**src/rtl/trap_pkg.sv**
```systemverilog
// trap_pkg: cause codes, CSR addresses, mstatus bit positions and FSM states for trap_ctrl
package trap_pkg;
  localparam logic [4:0] TRAP_INS_MISALIGN = 5'd0;
  localparam logic [4:0] TRAP_ILLEGAL = 5'd2;
  localparam logic [4:0] TRAP_EBREAK = 5'd3;
  localparam logic [4:0] TRAP_LOAD_MISALIGN = 5'd4;
  localparam logic [4:0] TRAP_STORE_MISALIGN = 5'd6;
  localparam logic [4:0] TRAP_ECALL = 5'd11;
  localparam logic [11:0] CSR_MSTATUS = 12'h300;
  localparam logic [11:0] CSR_MTVEC = 12'h305;
  localparam logic [11:0] CSR_MEPC = 12'h341;
  localparam logic [11:0] CSR_MCAUSE = 12'h342;
  localparam logic [11:0] CSR_MTVAL = 12'h343;
  localparam int MIE_BIT = 3;
  localparam int MPIE_BIT = 7;
  typedef enum logic [1:0] {IDLE, TRAP_JUMP, MRET_JUMP} state_t;
endpackage

```
**src/rtl/trap_encode.sv**
```systemverilog
// trap_encode: fixed-priority encoder from exception flags to mcause code
module trap_encode
  import trap_pkg::*;
(
  input  logic       ins_illegal,
  input  logic       ins_misalign,
  input  logic       ecall,
  input  logic       ebreak,
  input  logic       store_misalign,
  input  logic       load_misalign,
  output logic       valid,
  output logic [4:0] code
);
  assign valid = ins_illegal | ins_misalign | ecall | ebreak | store_misalign | load_misalign;
  assign code = ins_illegal ? TRAP_ILLEGAL :
                ins_misalign ? TRAP_INS_MISALIGN :
                ecall ? TRAP_ECALL :
                ebreak ? TRAP_EBREAK :
                store_misalign ? TRAP_STORE_MISALIGN : TRAP_LOAD_MISALIGN;
endmodule

```
**src/rtl/trap_ctrl.sv**
```systemverilog
// trap_ctrl: machine-mode trap sequencer owning mtvec/mepc/mcause/mtval/mstatus
module trap_ctrl
  import trap_pkg::*;
#(
  parameter logic [31:0] MTVEC_RESET = 32'h0000_0100
) (
  input  logic        clk,
  input  logic        rst,
  input  logic        retire_valid,
  input  logic [31:0] pc,
  input  logic [31:0] tval,
  input  logic        ins_illegal,
  input  logic        ins_misalign,
  input  logic        ecall,
  input  logic        ebreak,
  input  logic        store_misalign,
  input  logic        load_misalign,
  input  logic        mret,
  input  logic        csr_we,
  input  logic [11:0] csr_addr,
  input  logic [31:0] csr_wdata,
  output logic [31:0] csr_rdata,
  output logic        stall,
  output logic        flush,
  output logic        redirect_valid,
  output logic [31:0] redirect_pc
);
  state_t state, state_nx;
  logic [31:0] mtvec, mepc, mcause, mtval;
  logic mie, mpie, exc, trap, ret, jump, csr_wr, keep_tval;
  logic [4:0] code;
  trap_encode u_encode (
    .ins_illegal(ins_illegal),
    .ins_misalign(ins_misalign),
    .ecall(ecall),
    .ebreak(ebreak),
    .store_misalign(store_misalign),
    .load_misalign(load_misalign),
    .valid(exc),
    .code(code)
  );
  always_comb begin
    trap = (state == IDLE) & retire_valid & exc;
    ret = (state == IDLE) & retire_valid & mret & ~exc;
    jump = state != IDLE;
    state_nx = trap ? TRAP_JUMP : ret ? MRET_JUMP : IDLE;
    stall = trap | ret | jump;
    flush = jump;
    redirect_valid = jump;
    redirect_pc = state == TRAP_JUMP ? {mtvec[31:2], 2'b00} : state == MRET_JUMP ? mepc : 32'h0;
    csr_wr = csr_we & ~trap;
    keep_tval = code == TRAP_INS_MISALIGN || code == TRAP_LOAD_MISALIGN || code == TRAP_STORE_MISALIGN;
  end
  always_comb begin
    csr_rdata = 32'h0;
    csr_rdata = csr_addr == CSR_MSTATUS ? {24'h0, mpie, 3'b000, mie, 3'b000} :
                csr_addr == CSR_MTVEC ? mtvec :
                csr_addr == CSR_MEPC ? mepc :
                csr_addr == CSR_MCAUSE ? mcause :
                csr_addr == CSR_MTVAL ? mtval : 32'h0;
  end
  always_ff @(posedge clk) begin
    if (rst) begin
      state <= IDLE;
      mtvec <= {MTVEC_RESET[31:2], 2'b00};
      mepc <= 32'h0;
      mcause <= 32'h0;
      mtval <= 32'h0;
      mie <= 1'b0;
      mpie <= 1'b0;
    end else begin
      state <= state_nx;
      if (trap) begin
        mepc <= {pc[31:2], 2'b00};
        mcause <= {27'h0, code};
        mtval <= keep_tval ? tval : 32'h0;
        mpie <= mie;
        mie <= 1'b0;
      end else begin
        if (csr_wr && csr_addr == CSR_MTVEC) mtvec <= {csr_wdata[31:2], 2'b00};
        if (csr_wr && csr_addr == CSR_MEPC) mepc <= {csr_wdata[31:2], 2'b00};
        if (csr_wr && csr_addr == CSR_MCAUSE) mcause <= csr_wdata;
        if (csr_wr && csr_addr == CSR_MTVAL) mtval <= csr_wdata;
        // mret's MIE/MPIE restore owns mstatus in MRET_JUMP, so software writes there lose
        if (state == MRET_JUMP) begin
          mie <= mpie;
          mpie <= 1'b1;
        end else if (csr_wr && csr_addr == CSR_MSTATUS) begin
          mie <= csr_wdata[MIE_BIT];
          mpie <= csr_wdata[MPIE_BIT];
        end
      end
    end
  end
endmodule

```
**config.mk**
```make
export PLATFORM = sky130hd
export DESIGN_NAME = trap_ctrl
export DESIGN_NICKNAME = d
export VERILOG_FILES = /design/src/rtl/trap_pkg.sv /design/src/rtl/trap_encode.sv /design/src/rtl/trap_ctrl.sv
export SDC_FILE = /design/constraint.sdc
export NUM_CORES = 1
export LEC_CHECK = 0
export ABC_CLOCK_PERIOD_IN_PS = 3900
export CAP_MARGIN = 20
export CORE_ASPECT_RATIO = 1.4
export CORE_MARGIN = 2
export CORE_UTILIZATION = 40
export DETAILED_ROUTE_END_ITERATION = 8
export PLACE_DENSITY = 0.75
export SKIP_CTS_REPAIR_TIMING = 1
export SLEW_MARGIN = 30
export SYNTH_ARGS = -nofsm -noshare
export SYNTH_HDL_FRONTEND = slang
export SYNTH_SLANG_ARGS = --single-unit
```
**constraint.sdc**
```tcl
create_clock -name clk -period 3.9 [get_ports clk]
set_input_delay 0.78 -clock clk [delete_from_list [all_inputs] [get_ports clk]]
set_output_delay 0.78 -clock clk [all_outputs]
set_load 0.01 [all_outputs]
```
==> summary.txt <==
Drt
  • 1st-iter DRT viols: approximately 580
  • TritonRoute pass-1 iters: 6
  • DR vias/cell: approximately 6.0
  • Post-route ant nets: 0
  • WL/cell: slightly below 20 um
  • Via Count: roughly 7700
  • Final wirelength: 25270 um
  • # DRC: 0

Finish
  • Most common cell after layout, fill and taps aside: nand2_1
  • Commonest cells after routing, fill and taps aside: 212 x nand2_1, 163 x clkdlybuf4s50_1, 128 x dfxtp_1
  • # nets final: 1175
  • Synth-to-Final Area Change: 40.76%
  • Fraction of layout cells with a size suffix above 1: 0.1113
  • Final instance area: 9679 sq um
  • Ant diodes: 0
  • Non-filler instance count after layout: around 1300

Timing
  • Tmin final: a little under 4 ns
  • Achievable frequency: around 260 MHz
  • Max_slew headroom: 0.3541
  • Least-Margin Pin Slew: roughly 0.97 ns
  • RSZ-0062 raised after global routing: yes
  • Worst Slack Setup Final: -0.006094 ns
  • # setup viols final: 2
  • Pins Over Slew Limit: 0
  • TNS Setup: -0.008693 ns
  • Fin crit share: 1.002
  • Worst Skew: 0.007210 ns
  • Final Hold Fails: 0

Worst setup path
  • CP arrival: 3.13 ns
  • Crit path top cell by count: clkdlybuf4s50_1
  • Setup crit start kind: primary input
  • Slowest stage delay, CP: between 0.6 and 0.7 ns
  • CP Data Required Time: around 3.1 ns
  • CP Class: in -> out
  • Slowest CP cell: clkdlybuf4s50_1
  • Crit path cell chain: clkdlybuf4s50_1, nor4_4, and2_4, nand2_2, buf_4, o41ai_1, clkdlybuf4s50_1
  • CP endpoint kind: output pin
  • CP bufs+invs: 3
  • Delay-heaviest family, CP: buffers and inverters
  • CP max FO: 15

Power and ir drop
  • Power per cell area: 383.6 nW/um^2
  • Power Total: around 3.7 mW
  • Lkg Pwr: 3.713 nW
  • Peak supply drop: a little under 0.0003 V

Placement
  • IO buf count: 181
  • Final HPWL DP: ~16000 um
  • Placed Instance Area: approximately 8900 sq um
  • RePlAce Congestion: approximately 0.8
  • Placed cell count: about 1200
  • Place WS: -0.06848 ns

Yosys
  • Top FF cell, synth: dfxtp_1
  • Post-synth top area cell: dfxtp_1
  • Synth async-reset ratio: 0
  • Top cells by area, synth: dfxtp_1 37%, nand2_1 12%, a21oi_1 8.7%
  • Synth Area per Inst: roughly 7.6 sq um
  • Post-synthesis instance area: roughly 6900 sq um
  • Cells after synthesis: a little over 900
  • Sequential area share after synthesis: 0.3726
  • Synth warn: 0
  • Number of library cell types mapped by synthesis: between 40 and 50
  • Post-synth EDFFs: 0
  • Share of the synthesized area in the top cell type: 0.3726
  • Seq cells post-synth: between 100 and 150

Worst hold path
  • Hold Path Class: reg -> reg

Die
  • Die height: approximately 160 um
  • IO Pins: around 190
  • Initial core utilization: 0.4089
  • Row count: 56
  • Core area: approximately 17000 sq um
  • Die area: ~18000 sq um
  • Die extent in x: 114.8 um

GRT
  • Total grt overflow: 0
  • GRT Resource Usage Total: 0.2697
  • Global-route wire length before repair: 38600 um
  • Vias in the first global route: ~7300
  • Initial antenna violation count: 0
  • Largest net degree at the start of global routing: between 60 and 70

CTS
  • Htree depth: 4
  • Worst-case clock buffer depth: 2
  • Clock-pin slew on the worst setup and hold paths: 0.05 ns
  • TritonCTS clock tree: built
  • CTS sink count: 128
  • Number of buffers created by CTS: 17
  • Worst-Skew Late Latency: around 0.43 ns
  • Root Buffer: clkbuf_16

Run status
  • Failing checks: negative setup slack
  • Outcome: finished, violations left

Job
  • Max cap viols: 0
## cells in the mapped netlist, drive strengths merged, types with 3 or more instances
cell type and n:
mux2i 4, nor3 4, clkbuf 57, o41ai 29, a31oi 3, a21oi 119, dfxtp 128, a311oi 64
nor2b 3, and4 4, and2 3, nor3b 5, nand4 36, a22o 32, buf 43, o21ai 35
and3b 3, nor2 95, nand2 213
## power breakdown
part	switching, mW	internal (mW)
combinational	0.225	0.192
sequential	0.0358	1.36
clock	0.635	1.26
total	0.897	2.82
## kinds of logic after synthesis
logic type | count (synthesis) | share of synthesized area
flip-flops | 128 | 0.3726
multiplexers | 6 | 0.009098
buffers and inverters | 101 | 0.07351
AND/OR/NAND/NOR | 383 | 0.2445
AO/OA/AOI/OAI | 289 | 0.2997
other | 1 | 0.0005453
## stage by stage
| stage | util | hold WS, ns |
|---|---|---|
| 6_report | 0.5756 | 0.4502 |
| 5_1_grt | 0.5756 | 0.4631 |
| 4_1_cts | 0.5703 | 0.4515 |
| 3_5_place_dp | 0.5293 | 0.4435 |
| 3_3_place_gp | 0.5293 | 0.4384 |
| 2_1_floorplan | - | 0.4322 |
## worst register-to-register path: cells and delay by family, from the launching register on
family	cells	cell delay, ns
buf+inv	1	0.35
flops	1	0.35
simple gates	2	0.53
compound gates	2	0.72
## layout make-up
type	instances	area [sq um]
fillers	1502	7137
multi-input cells	680	3901
flip-flops and latches	128	2562
repair buffers	228	2268
clock buffers	17	425.4
clock inverters	15	264.0
well taps	203	254.0
inverters	1	3.754
## state kept, by name, indices dropped and copies added, names as in the netlist
register	cells
mtval	32
mepc	30
mpie	1
state	2
mtvec	30
mie	1
mcause	32
## metal layers
layer	wire length [um]	vias up	global-route usage
met1	9684	3567	0.3287
met2	12570	434	0.4478
li1	-	3582	-
met4	865	0	0.1260
met3	2150	75	0.05938
met5	0	-	0
## path summary, 6_finish.rpt
| check | depth (start not counted) | endpoint | slack (ns) | startpoint |
|---|---|---|---|---|
| worst max register to register | 5 | mpie$_SDFFE_PP0P_ | 1.88 | state[0]$_SDFF_PP0_ |
| worst min-delay path | 2 | mcause[19]$_SDFFE_PP0P_ | 0.45 | mcause[19]$_SDFFE_PP0P_ |
| worst max-delay path | 7 | csr_rdata[28] | -0.006 | csr_addr[7] |
| worst min register to register | 2 | mcause[19]$_SDFFE_PP0P_ | 0.45 | mcause[19]$_SDFFE_PP0P_ |
No activity file was read; power rests on OpenSTA's default activity.
